**config.mk**
```make
export PLATFORM = sky130hd
export DESIGN_NAME = bit_serializer
export DESIGN_NICKNAME = d
export VERILOG_FILES = /design/src/rtl/bit_serializer.sv
export SDC_FILE = /design/constraint.sdc
export NUM_CORES = 1
export LEC_CHECK = 0
export ABC_AREA = 0
export BUFFER_PORTS_ARGS = -buffer_cell sky130_fd_sc_hd__buf_4
export CAP_MARGIN = 20
export CORE_MARGIN = 2
export CORE_UTILIZATION = 50
export DETAILED_ROUTE_END_ITERATION = 10
export GPL_TIMING_DRIVEN = 0
export PLACE_DENSITY = 0.73
export SYNTH_ARGS = -nofsm -noshare
export SYNTH_HDL_FRONTEND = slang
export SYNTH_SLANG_ARGS = --single-unit
```
**constraint.sdc**
```tcl
create_clock -name clk -period 2.3 [get_ports clk]
set_input_delay 0.115 -clock clk [delete_from_list [all_inputs] [get_ports clk]]
set_output_delay 0.115 -clock clk [all_outputs]
set_load 0.005 [all_outputs]
```
**src/rtl/bit_serializer.sv**
```systemverilog
// bit_serializer: valid/ready parallel-to-serial shifter with bit stall, optional inter-word gap and selectable bit order
module bit_serializer #(
  parameter int WIDTH = 8,
  parameter bit MSB_FIRST = 1'b1,
  parameter int GAP_CYCLES = 0
) (
  input  logic             clk,
  input  logic             rst,
  input  logic [WIDTH-1:0] din,
  input  logic             din_valid,
  output logic             din_ready,
  input  logic             en,
  output logic             sout,
  output logic             sout_valid,
  output logic             busy,
  output logic             word_done
);
  localparam int CW = $clog2(WIDTH);
  typedef enum logic [1:0] {IDLE, SHIFT, GAP} state_t;
  state_t state, state_nx;
  logic [WIDTH-1:0] shreg, shreg_nx;
  logic [CW-1:0] bit_cnt, bit_cnt_nx;
  logic [3:0] gap_cnt, gap_cnt_nx;
  logic last, fin, shift, load;
  always_comb begin
    last = bit_cnt == CW'(WIDTH - 1);
    fin = state == SHIFT && en && last;
    shift = state == SHIFT && en && !last;
    din_ready = !rst && (state == IDLE || (fin && GAP_CYCLES == 0));
    load = din_valid && din_ready;
    sout_valid = state == SHIFT;
    sout = state == SHIFT && (MSB_FIRST ? shreg[WIDTH-1] : shreg[0]);
    busy = state != IDLE;
    shreg_nx = load ? din : shift ? (MSB_FIRST ? shreg << 1 : shreg >> 1) : shreg;
    bit_cnt_nx = load ? '0 : shift ? bit_cnt + 1'b1 : bit_cnt;
    gap_cnt_nx = (fin && GAP_CYCLES > 0) ? 4'(GAP_CYCLES - 1) :
                 (state == GAP && gap_cnt != 0) ? gap_cnt - 1'b1 : gap_cnt;
    state_nx = state == IDLE  ? (load ? SHIFT : IDLE) :
               state == SHIFT ? (!fin ? SHIFT : GAP_CYCLES > 0 ? GAP : load ? SHIFT : IDLE) :
               (gap_cnt == 0 ? IDLE : GAP);
  end
  always_ff @(posedge clk or posedge rst) begin
    if (rst) begin
      state <= IDLE;
      shreg <= '0;
      bit_cnt <= '0;
      gap_cnt <= '0;
      word_done <= 1'b0;
    end else begin
      state <= state_nx;
      shreg <= shreg_nx;
      bit_cnt <= bit_cnt_nx;
      gap_cnt <= gap_cnt_nx;
      word_done <= fin;
    end
  end
endmodule

```
# == After elaboration in Yosys (flattened, before gate mapping) ==
# Index checks and enable logic that the tools add are counted.
# totals
latch_bits,0
regBits,18
mem_count,0
mem_bits_ro,0
ram_bits,0
# op_classes
mul,0
bitwise_logic,0
reduce_logical,15
n_eq_ne,3
n_mux,9
shift,0
div,0
add_sub_neg,2
magnitude_cmp,0
# op_table
cell,count
2-to-1 mux 8 bit,2
logical AND 1 bit,7
2-to-1 mux 2 bit,3
2-to-1 mux 3 bit,2
zero test 4 bit,1
nonzero test 2 bit,2
nonzero test 4 bit,1
"subtractor 4 x 1 -> 4 bit, second input constant",1
"adder 3 x 1 -> 3 bit, second input constant",1
"equality test 3 bit, second input constant",1
"equality test 2 x 1 -> 1 bit, second input constant",1
"equality test 2 bit, second input constant",1
zero test 1 bit,2
zero test 2 bit,1
2-to-1 mux 1 bit,2
logical OR 1 bit,1

# == Depth between registers and ports, before layout ==
# depth
word_depth,10
ltp_mapped,6
depth_no_buf,5

# == Worst setup path after synthesis ==
# No wires, ideal clock.
# synth_timing
kind,reg-to-reg
start,reg bit_cnt[0]
end,reg shreg[1]
synth_period_minus_slack_ns,1.960
stages_incl_launch_ff,7
arrival_ns,1.834
setup_slack_ns,0.340
n_path_buf,1
setup_ns,0.125
required_time_ns,2.175
path_cell_list,dfrtp_1 > ha_1 > ha_1 > nor4bb_4 > buf_6 > mux2_4 > mux2_4
# synth_between
elab_chain_len,6
elab_cells_between_ends,9
cone_classes,1 x eq/ne; 1 x mux; 7 x reduce/logical
# synth_lines
item,line_no,rtl
from (decl),22,"logic [CW-1:0] bit_cnt, bit_cnt_nx;"
from (signal assigned),52,bit_cnt <= bit_cnt_nx;
equality test 3 bit *,26,last = bit_cnt == CW'(WIDTH - 1);
logical AND 1 bit,27,fin = state == SHIFT && en && last;
logical OR 1 bit,29,din_ready = !rst && (state == IDLE || (fin && GAP_CYCLES == 0));
logical AND 1 bit,29,
logical AND 1 bit,30,load = din_valid && din_ready;
2-to-1 mux 8 bit or nonzero test 2 bit (tied branches),--,
to (signal assigned),51,shreg <= shreg_nx;
to (decl),21,"logic [WIDTH-1:0] shreg, shreg_nx;"
# Every way passes the cells marked *; elsewhere a longest branch is shown, timed or not.
# A chain may end at the register's enable or synchronous reset.

# == Worst setup path in the final report ==
# layout_timing
start,reg bit_cnt[0]
end,reg shreg[3]
# Same word-level chain as after synthesis.

==> results.txt <==
The type of element launching the critical path is a register. The routed wire length is 1.466 mm. The number of warnings reported in the yosys synthesis log is 0. The row count is 15.

The total leakage power came out at 0.5551 nW. In the global route stage, overall resource usage came out at 0.1563. The clock tree root driver cell is sky130_fd_sc_hd__clkbuf_4. The number of max-slew violations in the final report was 0.

The synthesized design contains 18 register bits. For this run, the register share of the synthesized area comes to 0.4651. The worst setup skew after layout is 4.988 ps.

Derived from the worst setup path, the maximum achievable clock frequency is 0.4812 GHz. In this run the worst path has a maximum fanout of 10. The final worst-path cycle share is 0.9036.

Leaving out fill and tap cells, the most frequent cell in the layout is sky130_fd_sc_hd__dfrtp_1. The setup slack of the most critical reg-to-reg path came out at 220 ps. The count of max-cap constraint violations came out at 0. The total congestion overflow after global routing came out at 0. The via count of the first global-routing pass is 571. After technology mapping, the gate count stands at 70. The floorplan step set the die height to 48.01 um. The clock slew at the register clock pins of the worst setup and hold paths came out at 100 ps.

The half-perimeter wire length after placement came out at 1.047 mm. The worst hold path begins at din[0]. Setup repair after global routing left no endpoint under its margin. The number of H-tree levels came out at 1. The power per standard cell area came out at 1015 nW/um^2. The pin count of the biggest net entering global routing is 19. The number of antenna violations at the first check in global routing came out at 0. The power after layout is 0.001183 W. For the worst-skew pair, the clock arrives at the later sink with an insertion delay of 290 ps. In the synthesized netlist the async set-or-reset flop fraction comes to 1.000.

The count of cells along the worst hold path is 2. The first global-routing pass estimated 2.380 mm of wire. The number of different library cells in the post-synthesis netlist came out at 27.

For this block, the initial DRC count from the detailed router was 1. The area growth from synthesis to layout is 20.41%. The cell count of the worst reg-to-reg path came out at 6. The area occupied by registers came out at 450.4 sq um. The length of routed met2 wiring came out at 689 um. The final setup violation count came out at 0. The multi-input gate area in the final layout is 480.5 sq um. The number of sinks handled by clock tree synthesis came out at 18. The number of enable-type register cells in the synthesized netlist came out at 0. The cell area after technology mapping came out at 968.4 sq um. The mean cell area of the mapped netlist is 13.83 sq um. The count of buffers from port buffering came out at 16. The pre-CTS setup slack is 225.7 ps. The CTS buffer count is 3. The TritonCTS clock tree is done. The net count of the finished layout came out at 107. The start of the worst register-to-register path is bit_cnt[0]. The library cells used most frequently in the layout, excluding fill and tap cells, are 18 x sky130_fd_sc_hd__dfrtp_1, 16 x sky130_fd_sc_hd__buf_4, 11 x sky130_fd_sc_hd__mux2_4.

The fraction of layout instances using a drive strength above 1 came out at 0.4396. The worst setup path is captured at a register. For the pin with the worst max-slew slack, the measured transition is 689.4 ps.

After detailed routing, no signal wire sits above met4. The worst-case IR drop observed on VDD is 567.8 uV. After detailed routing, the average wire length per cell comes to 12.64 um. The count of nets left with antenna violations once routing finished came out at 0.

The full die area is 2305 sq um. The detailed-routing iteration count for the pre-antenna-repair pass came out at 2. The worst register-to-register path ends at shreg[3]. For this run, design rule violations remaining after detail routing come to 0. The count of pins on the block boundary is 17. The post-detailed-placement cell area is 1120 sq um. After filler insertion, the fill cell instance count of the layout stands at 144. The initial standard-cell utilization of the core came out at 0.5432.

The net count of the mapped netlist came out at 85. The clock passes through at most 2 buffers. The floorplan step set the die width to 48.01 um.

At the end of routability-driven placement, the weighted congestion stood at 0.7341. The startpoint-to-endpoint class of the critical path is register to register. The area of all placed cells without fillers is 1166 sq um. The final total negative setup slack came out at 0 ps.

The area of the core came out at 1783 sq um. The ratio of routed vias to standard cells is 4.974. The routed length on met3 came out at 44 um. The number of diodes added for antenna fixing is 0.

The wire length the detailed router placed on met1 is 700 um. The shortest period the worst path allows is 2078 ps. The total setup buffers inserted after CTS is 0.

In the synthesized netlist the dominant register cell turns out to be sky130_fd_sc_hd__dfrtp_1. The number of failing hold endpoints at the final stage is 0. For the worst setup path, the data arrival time is 2260 ps. Headroom to the max-slew limit came out at 0.5399. The run finished with clean final reports. The min-delay analysis places its worst path in the category input pin to register. The smallest setup slack after layout is 221.7 ps. The data required time of the critical path is 2480 ps. The via count came out at 577. The path with the worst hold slack has its endpoint at shreg[0].
## timing repair
| action | CTS | global route |
|---|---|---|
| hold buffers | 1 | 0 |
| hold endpoints to repair | 18 | 0 |
| setup endpoints to repair | 0 | 0 |
| gates resized for setup | 0 | 0 |
## layer usage
| metal | track usage | up-vias |
|---|---|---|
| li1 | - | 283 |
| met1 | 0.1900 | 281 |
| met2 | 0.2507 | 9 |
| met3 | 0.03396 | 4 |
| met4 | 0.09730 | 0 |
| met5 | 0 | - |
## cells by family (layout without fill, tap and decap cells)
group / after synthesis / in the layout / share of synthesized area
AOI/OAI and AO/OA: 4 / 4 / 0.04910
xor gates and xnor gates: 3 / 3 / 0.02714
adders and majority gates: 3 / 3 / 0.03876
buffers and inverters: 6 / 27 / 0.03875
DFF: 18 / 18 / 0.4651
muxes: 18 / 18 / 0.2481
and+or+nand+nor: 18 / 18 / 0.1331
## per-stage QoR
stage | std cells | util | hold slack [ps]
2_1_floorplan | 70 | - | 53.57
3_3_place_gp | 111 | 0.6281 | 289.1
3_5_place_dp | 111 | 0.6281 | 286.3
4_1_cts | 116 | 0.6540 | 35.15
5_1_grt | 116 | 0.6540 | 25.71
6_report | 116 | 0.6540 | 41.31
## cells in the mapped netlist (2+ instances only)
library cell / instances / share of area
sky130_fd_sc_hd__mux2_4: 11 / 0.17
sky130_fd_sc_hd__ha_1: 3 / 0.039
sky130_fd_sc_hd__mux2_2: 3 / 0.035
sky130_fd_sc_hd__dfrtp_1: 18 / 0.47
sky130_fd_sc_hd__xnor2_1: 2 / 0.018
sky130_fd_sc_hd__nor2b_1: 3 / 0.019
sky130_fd_sc_hd__nor3b_1: 2 / 0.015
sky130_fd_sc_hd__mux2i_1: 3 / 0.031
sky130_fd_sc_hd__nor2_1: 3 / 0.012
sky130_fd_sc_hd__buf_6: 2 / 0.023
sky130_fd_sc_hd__inv_1: 4 / 0.015
## sequential cells by signal (all words and copies together), names as in the netlist
signal     count
bit_cnt        3
gap_cnt        4
state          2
shreg          8
word_done      1
## worst max-delay path, cell delays in order (launching register included)
cell and delay, ps:
sky130_fd_sc_hd__dfrtp_1 410, sky130_fd_sc_hd__ha_1 200, sky130_fd_sc_hd__ha_1 230, sky130_fd_sc_hd__nor4bb_4 330, sky130_fd_sc_hd__buf_6 220, sky130_fd_sc_hd__mux2_4 310
sky130_fd_sc_hd__mux2_4 260
## cell type report
class / count / area share
Multi-Input combinational cell: 46 / 0.4120
Buffer: 2 / 0.01931
Clock buffer: 4 / 0.03112
Timing Repair Buffer: 17 / 0.1116
Tap cell: 25 / 0.02682
Sequential cell: 18 / 0.3863
Inverter: 4 / 0.01288
## worst max-delay path by stage
stage          startpoint  endpoint  slack (ps)
2_1_floorplan  bit_cnt[0]  shreg[1]         340
3_3_place_gp   bit_cnt[0]  shreg[5]         240
3_5_place_dp   bit_cnt[0]  shreg[3]         230
4_1_cts        bit_cnt[0]  shreg[3]         200
5_1_grt        bit_cnt[0]  shreg[3]         140
6_report       bit_cnt[0]  shreg[3]         220
## report_power, final
group | switching (W) | internal [W]
clock | 0.0000994 | 0.0000964
combinational | 0.000163 | 0.000342
sequential | 0.0000682 | 0.000414
(Power assumes the default switching activity.)
